--- config.mk ---
export PLATFORM = sky130hd
export DESIGN_NAME = l1a_check_responder
export DESIGN_NICKNAME = d
export VERILOG_FILES = /design/src/rtl/l1a_check_pkg.sv /design/src/rtl/l1a_hdr_compare.sv /design/src/rtl/l1a_check_responder.sv
export SDC_FILE = /design/constraint.sdc
export NUM_CORES = 1
export LEC_CHECK = 0
export CORE_ASPECT_RATIO = 1.25
export CORE_MARGIN = 5
export CORE_UTILIZATION = 30
export DETAILED_ROUTE_END_ITERATION = 12
export DONT_BUFFER_PORTS = 1
export GPL_ROUTABILITY_DRIVEN = 0
export PLACE_DENSITY_LB_ADDON = 0.15
export SLEW_MARGIN = 0
export SYNTH_ARGS = -nofsm -noshare
export SYNTH_HDL_FRONTEND = slang
export SYNTH_HIERARCHICAL = 1
export SYNTH_SLANG_ARGS = --single-unit
export TNS_END_PERCENT = 1
--- constraint.sdc ---
create_clock -name clk -period 4.95 [get_ports clk]
set_input_delay 0.2475 -clock clk [delete_from_list [all_inputs] [get_ports clk]]
set_output_delay 0.2475 -clock clk [all_outputs]
set_load 0.01 [all_outputs]
--- src/rtl/l1a_check_pkg.sv ---
// Shared types and default sizing for the L1A check responder.
package l1a_check_pkg;

  typedef enum logic [1:0] {
    IDLE     = 2'd0,
    WAIT_HDR = 2'd1,
    REPORT   = 2'd2,
    GAP      = 2'd3
  } state_e;

  localparam logic [1:0] GRP0 = 2'b01;
  localparam logic [1:0] GRP1 = 2'b10;

  localparam int unsigned ADC_PER_GRP_DEF = 8;
  localparam int unsigned CNT_W_DEF       = 16;
  localparam int unsigned ID_W_DEF        = 4;
  localparam int unsigned TIMEOUT_CYC_DEF = 1024;

endpackage

--- src/rtl/l1a_hdr_compare.sv ---
// Combinational check of one ADC header against the expected id and L1A count.
module l1a_hdr_compare
  import l1a_check_pkg::*;
#(
  parameter int unsigned CNT_W = CNT_W_DEF,
  parameter int unsigned ID_W  = ID_W_DEF
) (
  input  logic [ID_W-1:0]  hdr_id,
  input  logic [ID_W-1:0]  exp_id,
  input  logic [CNT_W-1:0] hdr_l1a,
  input  logic [CNT_W-1:0] exp_l1a,
  output logic             mismatch,
  output logic             id_err
);

  always_comb begin
    id_err   = (hdr_id != exp_id);
    mismatch = id_err || (hdr_l1a != exp_l1a);
  end

endmodule

--- src/rtl/l1a_check_responder.sv ---
// Responder for the L1A check handshake: checks one ADC group per start_check request.
// Optional header-wait timeout enabled by defining L1A_CHECK_TIMEOUT_EN.
module l1a_check_responder
  import l1a_check_pkg::*;
#(
  parameter int unsigned ADC_PER_GRP = ADC_PER_GRP_DEF,
  parameter int unsigned CNT_W       = CNT_W_DEF,
  parameter int unsigned ID_W        = ID_W_DEF,
  parameter int unsigned TIMEOUT_CYC = TIMEOUT_CYC_DEF
) (
  input  logic                     clk,
  input  logic                     reset_n,
  input  logic [1:0]               start_check,
  input  logic [CNT_W-1:0]         expected_l1a,
  input  logic                     adc_hdr_valid,
  output logic                     adc_hdr_ready,
  input  logic [ID_W-1:0]          adc_hdr_id,
  input  logic [CNT_W-1:0]         adc_hdr_l1a,
  input  logic                     clear_err,
  output logic                     one_adc_finish_check,
  output logic                     busy,
  output logic [2*ADC_PER_GRP-1:0] mismatch_mask,
  output logic                     id_err,
  output logic                     timeout_err
);

  localparam int unsigned IDX_W    = (ADC_PER_GRP > 1) ? $clog2(ADC_PER_GRP) : 1;
  localparam int unsigned MASK_W   = 2 * ADC_PER_GRP;
  localparam logic [IDX_W-1:0] IDX_LAST = IDX_W'(ADC_PER_GRP - 1);

  state_e              state_q, state_d;
  logic                grp_q, grp_d;
  logic [IDX_W-1:0]    idx_q, idx_d;
  logic [CNT_W-1:0]    l1a_q, l1a_d;
  logic [MASK_W-1:0]   mask_q, mask_d;
  logic                id_err_q, id_err_d;
  logic                ready_q, ready_d;
  logic                finish_q, finish_d;
  logic                busy_q, busy_d;

  logic                hs;
  logic                to_hit;
  logic [ID_W-1:0]     exp_id;
  logic                cmp_mismatch;
  logic                cmp_id_err;
  int unsigned         grp_base;
  int unsigned         to_lo;

  // ready_q is high exactly while in WAIT_HDR
  assign hs       = adc_hdr_valid && ready_q;
  assign grp_base = grp_q ? ADC_PER_GRP : 32'd0;
  assign to_lo    = grp_base + 32'(idx_q);
  assign exp_id   = (grp_q ? ID_W'(ADC_PER_GRP) : '0) + ID_W'(idx_q);

  l1a_hdr_compare #(
    .CNT_W (CNT_W),
    .ID_W  (ID_W)
  ) u_cmp (
    .hdr_id   (adc_hdr_id),
    .exp_id   (exp_id),
    .hdr_l1a  (adc_hdr_l1a),
    .exp_l1a  (l1a_q),
    .mismatch (cmp_mismatch),
    .id_err   (cmp_id_err)
  );

`ifdef L1A_CHECK_TIMEOUT_EN
  localparam int unsigned WC_W = (TIMEOUT_CYC > 1) ? $clog2(TIMEOUT_CYC) : 1;

  logic [WC_W-1:0] wait_q, wait_d;
  logic            to_err_q, to_err_d;

  assign to_hit = ready_q && !adc_hdr_valid && (wait_q == WC_W'(TIMEOUT_CYC - 1));

  always_comb begin
    wait_d   = (ready_q && !hs && !to_hit) ? wait_q + WC_W'(1) : '0;
    to_err_d = clear_err ? 1'b0 : to_err_q;
    if (to_hit) to_err_d = 1'b1;
  end

  always_ff @(posedge clk or negedge reset_n) begin
    if (!reset_n) begin
      wait_q   <= '0;
      to_err_q <= 1'b0;
    end else begin
      wait_q   <= wait_d;
      to_err_q <= to_err_d;
    end
  end

  assign timeout_err = to_err_q;
`else
  assign to_hit      = 1'b0;
  assign timeout_err = 1'b0;
`endif

  always_comb begin
    state_d  = state_q;
    grp_d    = grp_q;
    idx_d    = idx_q;
    l1a_d    = l1a_q;
    mask_d   = mask_q;
    id_err_d = clear_err ? 1'b0 : id_err_q;

    case (state_q)
      IDLE: begin
        if (start_check == GRP0) begin
          l1a_d   = expected_l1a;
          mask_d  = '0;
          grp_d   = 1'b0;
          idx_d   = '0;
          state_d = WAIT_HDR;
        end else if (start_check == GRP1) begin
          grp_d   = 1'b1;
          idx_d   = '0;
          state_d = WAIT_HDR;
        end
      end
      WAIT_HDR: begin
        if (hs) begin
          for (int unsigned j = 0; j < MASK_W; j++) begin
            if (cmp_mismatch && (j == 32'(exp_id))) mask_d[j] = 1'b1;
          end
          if (cmp_id_err) id_err_d = 1'b1;
          if (idx_q == IDX_LAST) state_d = REPORT;
          else                   idx_d   = idx_q + IDX_W'(1);
        end else if (to_hit) begin
          // ADCs from the current index to the end of the group never reported
          for (int unsigned j = 0; j < MASK_W; j++) begin
            if ((j >= to_lo) && (j < grp_base + ADC_PER_GRP)) mask_d[j] = 1'b1;
          end
          state_d = REPORT;
        end
      end
      REPORT:  state_d = GAP;
      GAP:     state_d = IDLE;
      default: state_d = IDLE;
    endcase

    ready_d  = (state_d == WAIT_HDR);
    finish_d = (state_d == REPORT);
    busy_d   = (state_d != IDLE);
  end

  always_ff @(posedge clk or negedge reset_n) begin
    if (!reset_n) begin
      state_q  <= IDLE;
      grp_q    <= 1'b0;
      idx_q    <= '0;
      l1a_q    <= '0;
      mask_q   <= '0;
      id_err_q <= 1'b0;
      ready_q  <= 1'b0;
      finish_q <= 1'b0;
      busy_q   <= 1'b0;
    end else begin
      state_q  <= state_d;
      grp_q    <= grp_d;
      idx_q    <= idx_d;
      l1a_q    <= l1a_d;
      mask_q   <= mask_d;
      id_err_q <= id_err_d;
      ready_q  <= ready_d;
      finish_q <= finish_d;
      busy_q   <= busy_d;
    end
  end

  assign adc_hdr_ready        = ready_q;
  assign one_adc_finish_check = finish_q;
  assign busy                 = busy_q;
  assign mismatch_mask        = mask_q;
  assign id_err               = id_err_q;

endmodule

==> results.md <==
- Initial antenna violation count: 0
- Chip width: 83.4 µm
- Inst Count DP: 284
- Critical Path RT: 5.14 ns
- Max Cap Violations: 0
- Hold path depth: 1
- Least-Margin Pin Slew: 1.07 ns
- Fmax achieved: 0.502 GHz
- Syn Inst Count: 205
- Clock root buffer: clkbuf_8
- Reg area: 1050 µm²
- Fillcell total: 664
- Worst Hold Class: in2reg
- DR pass1 iterations: 4
- Residual DRC: 0
- Relative slew slack: 28.8%
- Post-Synth Simple-Gate Area: 20.3%
- Critical hold path startpoint: clear_err
- Longest Clk Path Bufs: 2
- Total number of vias: 1397
- Prevailing post-synth register cell: dfrtp_1
- Largest net degree at the start of global routing: 43
- ANT nets after route: 0
- Fin Hold WS: 0.0530 ns
- Crit Path Class: reg2reg
- Die area: 8480 µm²
- Yosys warning count: 6
- Num CTS Buffers: 5
- Post-cts hold buffer count: 2
- Synth top area share: 52.1%
- Final Non-Filler Cells: 294
- Rows: 33
- Delay of the slowest critical-path stage: 0.49 ns
- DP HPWL: 3.54 mm
- Final period util: 40.2%
- Setup TNS: 0 ns
- P per Cell Area: 571 nW/µm²
- I/O pin total: 63
- Syn_nets: 254
- Leak: 1.07 nW
- Port bufs: 0
- CP Max Fanout: 7
- Final hold vios: 0
- Die height: 102 µm
- Post-CTS sizing: 0
- Int Power: 0.804 mW
- Largest family of logic cells by synthesized area: simple AND/OR/NAND/NOR gates
- R2R Setup Slk: 2.96 ns
- Period minus WS final: 1.99 ns
- Total wire length: 4.83 mm
- Initial core utilization: 30.7%
- Avg Cell Area, Syn: 9.84 µm²
- Reg power frac: 52.2%
- Post-synthesis mux area share: 0.496%
- Worst R2R End: mismatch_mask[12]
- Max Slew Vio Count: 0
- Area grow syn2layout: 10.6%
- EDFF count, synth: 0
- Top-count cell post-synth: nand2_1
- Setup violators final: 0
- Synth cell types: 36
- RSZ-0062 raised after global routing: no
- Worst setup SP type: flip-flop
- Nets@finish: 255
- DR iter-0 viols: 58
- Core box area: 6570 µm²
- Clock-pin slew on the worst setup and hold paths: 0.08 ns
- CP Cell Sequence: xnor2_1 -> nand4_1 -> nor3_1 -> nand3_1 -> nand2_1 -> nor2_1 -> a22o_1
- CTS H-tree lvls: 2
- Sw Share: 36.9%
- Sw power: 0.470 mW
- Sequential share of the synthesized area: 52.1%
- Complex-gate fraction of the synthesized area: 10.1%
- Vias in the first global route: 1483
- Max VDD drop: 0.000174 V
- Post-synth top area cell: dfrtp_1
- Multi-input logic area: 895 µm²
- Clock share of power: 21.3%
- Skew final: 0.00746 ns
- GRT Total Usage: 11.7%
- Clk sinks: 42
- TritonCTS clock tree: done
- Post-Synth XOR/XNOR Area: 8.68%
- Share of synthesized registers carrying an async set or reset: 100%
- Outcome: completed
- Layout cells sized above 1: 4.83%
- End of the worst hold path: id_err
- Worst r2r src: idx_q[0]
- Synth top area cells: dfrtp_1 (52%), nand2_1 (12%), xnor2_1 (5.2%)
- Global route total overflow: 0
- Slowest cell on crit path: dfrtp_1
- CP Capture Type: flip-flop
- WL per Instance: 16.4 µm
- Most frequent cells after synthesis: nand2_1 (64), dfrtp_1 (42), xnor2_1 (12), o21ai_0 (10), xor2_1 (8)
- Mapped cell area: 2020 µm²
- Via-to-Cell Ratio: 4.75
- R2R depth: 7
- Adder-Cell Fraction of Synth Area: 4.34%
- Logic pwr share: 26.5%
- Global-route wire length before repair: 7.82 mm
- Yosys reg bits: 42
- # diodes: 0
- Crit path DAT: 2.18 ns
- Setup Buffers After CTS: 0
- Worst-Skew Late Latency: 0.29 ns
## per-layer routing
metal  vias to the layer above  part of all wire, %  wire length, µm  GRT usage, %
met3                         4                  7.1              341          4.15
met5                         -                    0                0             0
met1                       660                   43             2060          14.4
li1                        688                    -                -             -
met4                         0                 0.83               40          3.40
met2                        45                   49             2380          19.3
## sequential cells by signal (all words and copies together) (netlist names)
register              cells
grp_q                     1
adc_hdr_ready             1
id_err                    1
mismatch_mask            16
one_adc_finish_check      1
idx_q                     3
l1a_q                    16
busy                      1
state_q                   2
## worst max-delay path, delay by kind of cell (launching register included)
family / cells / cell delay, ns
compound gates: 1 / 0.17
xor+xnor: 1 / 0.19
flops: 1 / 0.49
simple gates: 5 / 1.03
## cells in the final DEF, fill, tap and decap left out, types with 2 or more instances in the layout
master,count
nand2_1,64
dfrtp_1,42
xnor2_1,12
o21ai_0,10
xor2_1,8
ha_1,7
inv_1,6
a22o_1,6
nor2_1,5
clkbuf_8,5
nor3_1,3
nand4_1,3
and3_1,2
nor3b_1,2
nand4b_1,2
o211a_1,2
a221o_1,2
o31ai_1,2
nand3b_1,2
nor4_1,2
## stage by stage
step,util [%],total power [mW],area [µm²],worst slack [ns]
after detailed placement,31.8,1.01,2080,2.92
after global routing,34.0,1.38,2230,2.81
after global placement,31.8,1.01,2080,2.96
final,34.0,1.27,2230,2.96
after CTS,34.0,1.30,2230,2.91
after floorplan,-,0.907,2020,3.37
## power groups by stage
| stage | registers (mW) | clock network, mW | logic [mW] |
|---|---|---|---|
| detailed placement | 0.678 | 0 | 0.336 |
| global placement | 0.677 | 0 | 0.333 |
| finish | 0.665 | 0.271 | 0.338 |
| CTS | 0.671 | 0.281 | 0.347 |
| floorplan | 0.623 | 0 | 0.284 |
| global route | 0.688 | 0.297 | 0.397 |
## cell type report
class                   count  area share [%]
clock buffers               6            3.25
clock inverters             2            1.68
inverters                   6            1.01
multi-input cells         148            40.1
flip-flops and latches     42            47.1
well taps                  87            4.88
repair buffers              3            2.02
## worst max-delay path by stage
stage             start  slack (ns)           endpoint  cells after the start
3_3_place_gp   idx_q[2]        2.96  mismatch_mask[12]                      7
4_1_cts        idx_q[0]        2.91  mismatch_mask[12]                      7
3_5_place_dp   idx_q[0]        2.92  mismatch_mask[12]                      7
2_1_floorplan  idx_q[0]        3.37           idx_q[1]                      5
5_1_grt        idx_q[0]        2.81  mismatch_mask[12]                      7
6_report       idx_q[0]        2.96  mismatch_mask[12]                      7
## cells by family after synthesis
family          Yosys count
compound gates           28
xor+xnor                 20
fa+ha+maj                 7
buf+inv                  15
flops                    42
mux                       1
other cells               1
simple gates             91
No activity file was read; power rests on OpenSTA's default activity.
